[config.mk]
export PLATFORM = sky130hd
export DESIGN_NAME = i2s_audio_receiver
export DESIGN_NICKNAME = d
export VERILOG_FILES = /design/src/rtl/i2s_audio_receiver.sv
export SDC_FILE = /design/constraint.sdc
export NUM_CORES = 1
export LEC_CHECK = 0
export CORE_MARGIN = 5
export CORE_UTILIZATION = 53
export DETAILED_ROUTE_END_ITERATION = 10
export HOLD_SLACK_MARGIN = 0.1
export PLACE_DENSITY = 0.75
export SLEW_MARGIN = 20
export SYNTH_ARGS = -nofsm -noshare
export SYNTH_HDL_FRONTEND = slang
export SYNTH_SLANG_ARGS = --single-unit
[constraint.sdc]
create_clock -name Clk -period 8.23 [get_ports Clk]
set_input_delay 1.646 -clock Clk [delete_from_list [all_inputs] [get_ports Clk]]
set_output_delay 1.646 -clock Clk [all_outputs]
set_load 0.1 [all_outputs]
[src/rtl/i2s_audio_receiver.sv]
// i2s_audio_receiver: serial ADC stream to a held stereo pair with valid/ready and overrun/framing flags.
// Define I2S_RX_LEFT_JUSTIFIED_EN for left-justified format (no delay bit, LRCK=1 is left).
module i2s_audio_receiver #(
  parameter int DATA_WIDTH    = 24,
  parameter int SLOT_BITS_MAX = 32
) (
  input  logic                  Clk,
  input  logic                  Rst,
  input  logic                  SCLK,
  input  logic                  LRCK,
  input  logic                  SDOUT,
  output logic [DATA_WIDTH-1:0] Left,
  output logic [DATA_WIDTH-1:0] Right,
  output logic                  Valid,
  input  logic                  Ready,
  output logic                  Overrun,
  output logic                  FrameErr
);
  localparam int CW = $clog2(SLOT_BITS_MAX);
  localparam int NW = $clog2(DATA_WIDTH + 1);
  typedef enum logic [1:0] {SYNC, DELAY, SHIFT, PAD} state_t;
`ifdef I2S_RX_LEFT_JUSTIFIED_EN
  localparam logic   LEFT_LVL   = 1'b1;
  localparam state_t SLOT_START = SHIFT;
`else
  localparam logic   LEFT_LVL   = 1'b0;
  localparam state_t SLOT_START = DELAY;
`endif
  state_t state, state_n, cur;
  logic [2:0] sclk_s;
  logic [1:0] lrck_s, sdout_s;
  logic primed, lr_prev, rise, lr, d, lr_edge, too_long, latch, done, short_slot;
  logic [CW-1:0] cnt;
  logic [NW-1:0] nbits, nxt_bits;
  logic [DATA_WIDTH-1:0] shreg, left_word, word;
  // cur is the state that owns the bit arriving on this SCLK edge; the transition bit itself is the delay bit
  always_comb begin
    rise       = sclk_s[1] & ~sclk_s[2];
    lr         = lrck_s[1];
    d          = sdout_s[1];
    lr_edge    = rise && primed && (lr != lr_prev);
    too_long   = rise && !lr_edge && state != SYNC && cnt == CW'(SLOT_BITS_MAX - 1);
    latch      = lr_edge && state != SYNC;
    done       = latch && lr_prev != LEFT_LVL;
    short_slot = latch && nbits != NW'(DATA_WIDTH);
    word       = shreg << (NW'(DATA_WIDTH) - nbits);
    nxt_bits   = lr_edge ? NW'(1) : nbits + NW'(1);
    cur        = lr_edge ? ((state != SYNC || lr == LEFT_LVL) ? SLOT_START : SYNC) : state;
    state_n    = !rise ? state :
                 too_long ? SYNC :
                 cur == DELAY ? SHIFT :
                 (cur == SHIFT && nxt_bits == NW'(DATA_WIDTH)) ? PAD : cur;
  end
  always_ff @(posedge Clk or posedge Rst)
    if (Rst) state <= SYNC;
    else state <= state_n;
  always_ff @(posedge Clk or posedge Rst) begin
    if (Rst) begin
      sclk_s    <= '0;
      lrck_s    <= '0;
      sdout_s   <= '0;
      primed    <= 1'b0;
      lr_prev   <= 1'b0;
      cnt       <= '0;
      nbits     <= '0;
      shreg     <= '0;
      left_word <= '0;
      Left      <= '0;
      Right     <= '0;
      Valid     <= 1'b0;
      Overrun   <= 1'b0;
      FrameErr  <= 1'b0;
    end else begin
      sclk_s   <= {sclk_s[1:0], SCLK};
      lrck_s   <= {lrck_s[0], LRCK};
      sdout_s  <= {sdout_s[0], SDOUT};
      FrameErr <= short_slot || too_long;
      Overrun  <= done && Valid && !Ready;
      if (rise) begin
        primed  <= 1'b1;
        lr_prev <= lr;
        cnt     <= lr_edge ? '0 : cnt + CW'(1);
        if (cur == SHIFT) begin
          shreg <= lr_edge ? DATA_WIDTH'(d) : {shreg[DATA_WIDTH-2:0], d};
          nbits <= nxt_bits;
        end else if (lr_edge) begin
          shreg <= '0;
          nbits <= '0;
        end
        if (latch && lr_prev == LEFT_LVL) left_word <= word;
      end
      if (done && (!Valid || Ready)) begin
        Left  <= left_word;
        Right <= word;
        Valid <= 1'b1;
      end else if (Ready) Valid <= 1'b0;
    end
  end
endmodule

### After elaboration in Yosys (flattened, before gate mapping)

Cells that the tools add are included.

| word-level totals | value |
|---|---|
| bits in latches | 0 |
| memory bits (read-only) | 0 |
| input bits | 6 |
| RAM bits | 0 |
| word-level logic and storage cells | 67 |
| memories kept | 0 |
| flip-flop bits (word level) | 120 |

| cells by class | value |
|---|---|
| bitwise gates (word level) | 4 |
| magnitude comparators | 0 |
| shift-type cells | 1 |
| $mul | 0 |
| muxes and demuxes | 14 |
| div/mod/pow operators | 0 |
| equality and inequality tests | 6 |
| reductions and logical operators | 24 |
| add/sub/neg operators | 3 |

Operators with widths:

| cell | count |
|---|---|
| $mux W24 | 3 |
| $shl A24 B5 Y24 | 1 |
| $mux W5 | 4 |
| $logic_and A1 B1 Y1 | 13 |
| $add A5 B1 Y5 const B | 2 |
| $eq A5 B5 Y1 const B | 2 |
| $mux W2 | 4 |
| $reduce_bool A2 Y1 | 3 |
| $ne A5 B5 Y1 const B | 1 |
| $sub A5 B5 Y5 const A | 1 |
| $reduce_and A2 Y1 | 2 |
| $logic_not A1 Y1 | 3 |
| $logic_or A1 B1 Y1 | 3 |
| $mux W1 | 3 |
| $not A1 Y1 | 3 |
| $eq A2 B1 Y1 const B | 1 |
| $eq A2 B2 Y1 const B | 1 |
| $and A1 B1 Y1 | 1 |
| $ne A1 B1 Y1 | 1 |

### Logic depth before layout (Yosys ltp)

Gate-level depths: netlist of the first run.

| logic depth | value |
|---|---|
| depth in word-level cells | 10 |
| gate-level depth with buffers | 12 |
| depth with buffers taken out | 7 |

### Worst setup path before layout of the first run

No wires, ideal clock.

| timing | value |
|---|---|
| path type | in2reg |
| start point | in Ready |
| end point | reg Right[21] |
| data arrival time | 2.611 ns |
| path slack | 5.523 ns |
| cell stages on the path | 5 |
| path through | nand2b_1 > o2111ai_1 > clkbuf_1 > nand2_1 > o31ai_1 |

| between the ends | value |
|---|---|
| longest elaborated chain between the ends | 2 |

Ends and longest elaborated chain:

| what | line | source |
|---|---|---|
| from (decl) | 15 | `input logic Ready,` |
| $logic_or A1 B1 Y1 | 92 | `if (done && (!Valid \|\| Ready)) begin` |
| $logic_and A1 B1 Y1 | 92 |  |
| to (signal assigned) | 94 | `Right <= word;` |
| to (decl) | 13 | `output logic [DATA_WIDTH-1:0] Right,` |

No other way between the ends.
A chain may end at the register's enable or synchronous reset.

### Worst setup path after layout of the first run

| timing | value |
|---|---|
| start point | reg Right[22] |
| end point | out Right[22] |

No word-level cell between the ends.

==> impl_metrics.tcl, run 1 <==
set metrics [dict create \
    io_pins 57 \
    cts_root_buffer "clkbuf_16" \
    clk_latency_ps 410 \
    io_buffers 56 \
    slew_viol_final 0 \
    hold_depth 0 \
    cp_data_arrival_time_ps 1950 \
    pwr-share-seq_pct 34.0 \
    num_rows 38 \
    path_class "flip-flop to primary output" \
    cp_max_fo 2 \
    clkTransAtPathRegs_ps 50 \
    vdd_drop_max_mv 0.1655 \
    core_mm2 0.01098 \
    stdcell_count 807 \
    synth.distinct_cells 46 \
    die_w_um 116.4 \
    grt_pass1_vias 4421 \
    holdBufCountCts 0 \
    drt-initial-drc-count 412 \
    dr.pass1.iters 5 \
    fmaxAchievable_ghz 0.2782 \
    reg2regPathDepth 7 \
    ys_ff_latch 120 \
    max-slew-margin-rel_pct 33.60 \
    setup_viol 0 \
    synthCells 612 \
    yosysWarnings 0 \
    gp_routability_congestion 0.9251 \
    synth_area_mm2 0.005996 \
    multiInputGateArea_mm2 0.002819 \
    die_height_um 116.4 \
    path_cells "clkdlybuf4s50_1" \
    power_leakage_nw 3.200 \
    grt_pass1_wl_um 23030 \
    ys_seq_area_share_pct 50.08 \
    area_growth_pct 21.68 \
    post-dp-hpwl_um 9355 \
    path_delay_family "buffers and inverters" \
    seq_area_mm2 0.003004 \
    yosysTopAreaCellShare_pct 50.08 \
    post_cts_resized 0 \
    setup_tns_ps 0 \
    grt_max_degree 68 \
    fill_cells 873 \
    synth_top_area_cell "dfrtp_1" \
    hold_viol 0 \
    cts_buffers 17 \
    drive_gt1_share_pct 12.89 \
    min_period_over_period_pct 43.68 \
    grt.overflow.total 0 \
    final_cell_area_mm2 0.007296 \
    syn_avg_cell_area_um2 9.797 \
    crit_required_ps 6580 \
    max_cap_viol_count 0 \
    worst_pin_slew_ps 993.0 \
    antenna_cells 0 \
    place_area_mm2 0.006623 \
    ant_nets 0 \
    powerDensity_mw_per_mm2 278.1 \
    cp_slowest_cell "clkdlybuf4s50_1" \
    worstHoldPathType "flip-flop to flip-flop" \
    max_stage_delay_ps 1160 \
    worstSetupPathDepth 1 \
    min_from "sdout_s[0]$_DFF_PP0_" \
    netlist_top_cells_count "189 x nand2_1, 120 x dfrtp_1, 37 x a21oi_1" \
    synth_enable_flop_cells 0 \
    comb_power_share_pct 27.2 \
    end_kind "primary output" \
    async_flop_share_pct 100.0 \
    groute.usage.overall_pct 21.86 \
    startpoint_type "flip-flop" \
    status "finished, final reports clean" \
    path_buf_inv 1 \
    fin_worst_skew_ps 9.758 \
    fp.dieArea_mm2 0.01354 \
    vias 4603 \
    internal_power_mw 1.346 \
    clock_tree.buffer_depth 2 \
    drt-total-wl_um 13810 \
    start_util_pct 54.59 \
    p_sw_mw 0.6834 \
    htreeDepth 4 \
    crit_start "Right[22]$_DFFE_PP0P_" \
    dp_cells 774 \
    cts_tree "done" \
    nNetsFinal 664 \
    rsz0062_at_grt "no" \
    power.clock.fraction_pct 38.8 \
    switching_share_pct 33.68 \
    drc_errors 0 \
    cts_sinks 120 \
    synth_area_leaders "dfrtp_1 50%, nand2_1 12%, mux4_2 6.0%, mux2i_1 5.2%, mux2_2 3.9%" \
    synth_ff_type "dfrtp_1" \
    post_cts_buffers 0 \
    synth.most_common_cell "nand2_1" \
    wire_per_inst_um 17.12 \
    rr_startpoint "nbits[0]$_DFFE_PP0P_" \
    finalCriticalPeriod_ps 3595 \
    syn_nets 622 \
    antenna_found_initial 0 \
    routed_via_density 5.704 \
]
flip-flops by register name, summed over array words and instances (netlist names):
name and cells:
Left 24, lr_prev 1, FrameErr 1, primed 1
left_word 24, Right 24, sdout_s 2, lrck_s 2
nbits 5, shreg 24, state 2, Valid 1
cnt 5, sclk_s 3, Overrun 1
per-layer routing:
layer / routed length, µm / vias to the layer above / share of wire (%) / GRT usage (%)
met5: 0 / - / 0 / 0
met1: 6391 / 2262 / 46 / 31.02
met4: 339 / 0 / 2.5 / 7.811
met2: 6342 / 134 / 46 / 33.03
li1: - / 2181 / - / -
met3: 742 / 26 / 5.4 / 5.285
through the flow:
stage               hold slack [ps]  util, %  power (mW)  setup slack, ps
floorplan                     331.2        -       1.146             3398
CTS                           354.4    66.09       2.033             4195
global route                  354.5    66.43       2.110             4560
detailed placement            342.0    60.30       1.244             4209
global placement              332.8    60.30       1.233             4308
finish                        351.2    66.43       2.029             4635
cells by family (layout without fill, tap and decap cells):
logic type	Yosys count	in the layout	share of synthesized area (%)
fa+ha+maj	4	4	0.8348
flops	120	120	50.08
xor+xnor	13	13	1.899
mux	69	69	15.32
buf+inv	46	101	3.547
compound gates	104	104	10.37
simple gates	256	256	17.95
final timing paths:
path	end	slack [ps]
hold reg to reg	sdout_s[1]$_DFF_PP0_	350
setup reg to reg	left_word[22]$_DFFE_PP0P_	4910
setup / recovery	Right[22]	4640
min in group asynchronous	Left[13]$_DFFE_PP0P_	1680
hold / removal	sdout_s[1]$_DFF_PP0_	350
max in group asynchronous	shreg[17]$_DFFE_PP0P_	5270
cells in the final DEF (no fill, tap or decap), drive strengths merged, types with 4 or more instances in the layout:
cell type	count
nor3b	5
a221oi	4
nand2b	5
nor2	26
inv	5
clkbuf	22
buf	8
dfrtp	120
mux4	16
clkinvlp	5
a22o	4
nand2	189
o31ai	4
nor3	4
xnor2	8
or3	4
xor2	5
ha	4
a21oi	37
a31oi	7
mux2i	31
nor2b	6
mux2	22
a22oi	4
clkdlybuf4s50	56
o21ai	32
and2	5
final cells by class:
| cell class | instances | share of cell area, % |
|---|---|---|
| clock buffers | 22 | 6.774 |
| clock inverters | 10 | 1.938 |
| inverters | 5 | 0.2915 |
| multi-input cells | 446 | 38.64 |
| flip-flops and latches | 120 | 41.18 |
| well taps | 140 | 2.401 |
| repair buffers | 64 | 8.781 |
power by group through the flow:
stage | clock, mW | combinational (mW) | sequential, mW
3_3_place_gp | 0 | 0.538 | 0.695
3_5_place_dp | 0 | 0.546 | 0.698
5_1_grt | 0.823 | 0.589 | 0.698
2_1_floorplan | 0 | 0.379 | 0.767
6_report | 0.788 | 0.552 | 0.689
4_1_cts | 0.797 | 0.548 | 0.688
Power figures use the tool's default switching activity.
==> run 2, diff against run 1 <==
- clock period: 8.23 -> 3.75 ns (I/O delays scaled with it)
==> impl_metrics.tcl, run 2 (synthesized netlist as in run 1, its figures left out) <==
set metrics [dict create \
    r2r_slack_ps 1020 \
    drt-initial-drc-count 474 \
    drt-total-wl_um 14120 \
    end_kind "flip-flop" \
    power_leakage_nw 3.207 \
    grt_pass1_wl_um 23490 \
    post_cts_resized 0 \
    worstHoldPathType "flip-flop to flip-flop" \
    groute.usage.overall_pct 22.54 \
    die_w_um 116.4 \
    hold_viol 0 \
    worst_pin_slew_ps 982.1 \
    htreeDepth 4 \
    status "finished, final reports clean" \
    holdBufCountCts 0 \
    ant_nets 0 \
    worst_slack_ps 1016 \
    cp_data_arrival_time_ps 3030 \
    wire_per_inst_um 17.39 \
    crit_required_ps 4050 \
    fill_cells 859 \
    stdcell_count 812 \
    start_util_pct 54.59 \
    num_rows 38 \
    drive_gt1_share_pct 12.80 \
    mostFrequentLayoutCell "nand2_1" \
    dp_cells 780 \
    dr.pass1.iters 5 \
    post_cts_buffers 0 \
    setup_tns_ps 0 \
    max_cap_viol_count 0 \
    path_class "flip-flop to flip-flop" \
    area_growth_pct 20.97 \
    cts_root_buffer "clkbuf_16" \
    place_area_mm2 0.006681 \
    startpoint_type "flip-flop" \
    powerDensity_mw_per_mm2 583.6 \
    antenna_cells 0 \
    vias 4596 \
    max-slew-margin-rel_pct 34.32 \
    finalHoldWorstSlack_ps 349.3 \
    fmaxAchievable_ghz 0.3658 \
    io_buffers 56 \
    nNetsFinal 670 \
    routed_via_density 5.660 \
    final_cell_area_mm2 0.007253 \
    finalCriticalPeriod_ps 2734 \
    io_pins 57 \
    drc_errors 0 \
    grt.overflow.total 0 \
    cts_sinks 120 \
    clk_latency_ps 420 \
    clkTransAtPathRegs_ps 50 \
    rsz0062_at_grt "no" \
    grt_max_degree 121 \
    die_height_um 116.4 \
    clock_tree.buffer_depth 2 \
    fin_worst_skew_ps 6.085 \
    grt_pass1_vias 4533 \
    antenna_found_initial 0 \
    setup_viol 0 \
    fp.dieArea_mm2 0.01354 \
    cts_tree "done" \
    slew_viol_final 0 \
    vdd_drop_max_mv 0.3908 \
    post-dp-hpwl_um 9745 \
    final_cell_mix "189 x nand2_1, 120 x dfrtp_1, 56 x clkdlybuf4s50_1" \
    pre_cts_ws_ps 1013 \
    cts_buffers 17 \
    core_mm2 0.01098 \
    gp_routability_congestion 0.8652 \
    min_period_over_period_pct 72.91 \
    cp_max_fo 21 \
]
run 2: worst paths after layout:
kind	from	to	depth (start not counted)
hold reg to reg	lrck_s[0]$_DFF_PP0_	lrck_s[1]$_DFF_PP0_	0
min in group asynchronous	Rst	Left[8]$_DFFE_PP0P_	3
setup reg to reg	nbits[0]$_DFFE_PP0P_	left_word[19]$_DFFE_PP0P_	8
setup / recovery	nbits[0]$_DFFE_PP0P_	left_word[19]$_DFFE_PP0P_	8
max in group asynchronous	Rst	Right[4]$_DFFE_PP0P_	3
hold / removal	lrck_s[0]$_DFF_PP0_	lrck_s[1]$_DFF_PP0_	0
run 2: area by class of cell:
cell class | instances | area, µm² | area share [%]
inverters | 5 | 22.52 | 0.3105
well taps | 140 | 175.2 | 2.415
multi-input cells | 446 | 2810 | 38.74
flip-flops and latches | 120 | 3003 | 41.40
clock inverters | 11 | 107.6 | 1.484
clock buffers | 20 | 436.7 | 6.020
repair buffers | 70 | 698.2 | 9.626
run 2: power by group:
group / leakage (nW) / switching, mW / internal (mW)
clock network: 0.273 / 0.546 / 0.960
logic: 1.30 / 0.817 / 0.439
registers: 1.63 / 0.0838 / 1.39
total: 3.21 / 1.45 / 2.79
run 2: critical path: stages, from the launching register on:
cell     delay, ps
dfrtp_1        380
inv_2          230
ha_1           390
xor2_2         430
buf_4          350
mux2i_1        220
a21oi_1         60
a221o_1        290
mux2_2         270
run 2: routing by layer:
metal  GRT usage (%)  share of wire, %  vias up
li1                -                 -     2201
met1           31.24                46     2249
met2           34.25                47      115
met3           5.285               4.3       31
met4           9.590               2.5        0
met5               0                 0        -
run 2: stage by stage:
stage          power (mW)  utilization, %
2_1_floorplan       2.515               -
3_3_place_gp        2.724           60.83
3_5_place_dp        2.742           60.83
4_1_cts             4.260           65.79
5_1_grt             4.441           66.04
6_report            4.233           66.04
==> run 3, diff against run 2 <==
- clock period: 3.75 -> 2.7 ns (I/O delays scaled with it)
==> impl_metrics.tcl, run 3 (synthesized netlist as in run 1, its figures left out) <==
set metrics [dict create \
    drc_errors 0 \
    wire_per_inst_um 17.04 \
    startpoint_type "flip-flop" \
    switching_share_pct 33.47 \
    crit_required_ps 2960 \
    fin_worst_skew_ps 8.745 \
    finalCriticalPeriod_ps 2507 \
    vdd_drop_max_mv 0.6075 \
    drt-total-wl_um 14060 \
    p_sw_mw 2.072 \
    setup_tns_ps 0 \
    drive_gt1_share_pct 22.34 \
    io_buffers 56 \
    mostFrequentLayoutCell "nand2_1" \
    max_cap_viol_count 0 \
    cp_max_fo 16 \
    groute.usage.overall_pct 22.43 \
    end_kind "flip-flop" \
    internal_power_mw 4.119 \
    grt_pass1_vias 4576 \
    fmaxAchievable_ghz 0.3989 \
    clkTransAtPathRegs_ps 50 \
    setup_viol 0 \
    post-dp-hpwl_um 9970 \
    path_cells "inv_1 > ha_2 > buf_4 > xor2_2 > buf_4 > mux2i_1 > a21oi_1 > a211oi_2 > o21ai_1" \
    drt-initial-drc-count 467 \
    die_w_um 116.4 \
    grt_pass1_wl_um 23690 \
    start_util_pct 54.59 \
    worstHoldPathType "flip-flop to flip-flop" \
    worst_pin_slew_ps 886.6 \
    post_cts_buffers 0 \
    clk_latency_ps 410 \
    power.clock.fraction_pct 36.5 \
    grt.overflow.total 0 \
    path_class "flip-flop to flip-flop" \
    ant_nets 0 \
    fp.dieArea_mm2 0.01354 \
    vias 4660 \
    cts_sinks 120 \
    cp_slowest_cell "dfrtp_1" \
    grt_max_degree 56 \
    comb_power_share_pct 30.5 \
    final_cell_mix "189 x nand2_1, 120 x dfrtp_1, 73 x buf_4" \
    cts_tree "done" \
    htreeDepth 4 \
    rsz0062_at_grt "no" \
    io_pins 57 \
    num_rows 38 \
    core_mm2 0.01098 \
    cp_common_cell "buf_4" \
    clock_tree.buffer_depth 2 \
    max-slew-margin-rel_pct 40.47 \
    routed_via_density 5.648 \
    powerDensity_mw_per_mm2 848.7 \
    power_leakage_nw 3.380 \
    nNetsFinal 682 \
    max_stage_delay_ps 450 \
    antenna_cells 0 \
    min_period_over_period_pct 92.86 \
    gp_routability_congestion 0.9766 \
    slew_viol_final 0 \
    hold_viol 0 \
    dr.pass1.iters 5 \
    area_growth_pct 21.66 \
    stdcell_count 825 \
    dp_cells 793 \
    status "finished, final reports clean" \
    die_height_um 116.4 \
    cp_data_arrival_time_ps 2770 \
    cts_buffers 17 \
    antenna_found_initial 0 \
    cts_root_buffer "clkbuf_16" \
    pwr-share-seq_pct 33.0 \
]
run 3: final timing paths:
check / from / endpoint / slack, ps / depth (start not counted)
min in group asynchronous: Rst / Left[15]$_DFFE_PP0P_ / 490 / 2
setup reg to reg: nbits[1]$_DFFE_PP0P_ / Right[20]$_DFFE_PP0P_ / 190 / 9
setup / recovery: nbits[1]$_DFFE_PP0P_ / Right[20]$_DFFE_PP0P_ / 190 / 9
max in group asynchronous: Rst / left_word[4]$_DFFE_PP0P_ / 1600 / 3
hold reg to reg: sclk_s[0]$_DFF_PP0_ / sclk_s[1]$_DFF_PP0_ / 350 / 0
hold / removal: sclk_s[0]$_DFF_PP0_ / sclk_s[1]$_DFF_PP0_ / 350 / 0
run 3: per-layer routing:
layer  global-route usage [%]  up-vias  share of wire (%)
met2                    34.82      100                 47
met3                    4.715       19                3.7
met5                        0        -                  0
li1                         -     2227                  -
met1                    31.46     2314                 48
met4                    7.966        0                1.5
run 3: power groups by stage:
| stage | Sequential, mW | Clock, mW | Combinational [mW] |
|---|---|---|---|
| after floorplan | 2.34 | 0 | 1.16 |
| after detailed placement | 2.07 | 0 | 1.86 |
| after global routing | 2.06 | 2.39 | 2.02 |
| after CTS | 2.04 | 2.30 | 1.87 |
| final | 2.04 | 2.26 | 1.89 |
| after global placement | 2.06 | 0 | 1.85 |
run 3: cell type report:
| class | count | area [µm²] |
|---|---|---|
| Inverter | 5 | 22.52 |
| Fill cell | 846 | 3689 |
| Timing Repair Buffer | 82 | 678.2 |
| Clock inverter | 9 | 122.6 |
| Sequential cell | 120 | 3003 |
| Multi-Input combinational cell | 446 | 2825 |
| Tap cell | 140 | 175.2 |
| Clock buffer | 23 | 467.9 |
run 3: worst max-delay path: cells and delay by family, from the launching register on:
| family | cells | cell delay [ps] |
|---|---|---|
| buf+inv | 3 | 570 |
| compound gates | 3 | 530 |
| flops | 1 | 450 |
| xor+xnor | 1 | 310 |
| mux | 1 | 310 |
| fa+ha+maj | 1 | 180 |
run 3: timing repair:
item / in CTS / in global routing
hold buffers: 0 / 0
endpoints found under the setup margin: 0 / 7
gates resized for setup: 0 / 4
run 3: metrics by stage:
stage                     area, µm²  total power [mW]  util [%]  worst slack (ps)  hold WS, ps
after floorplan                6000             3.494         -             122.2        331.2
after global placement         6689             3.914     60.90             138.9        332.6
after detailed placement       6689             3.936     60.90             81.73        335.5
after CTS                      7279             6.214     66.28             68.98        347.1
after global routing           7295             6.465     66.42             3.459        352.0
final                          7295             6.191     66.42             192.8        346.9
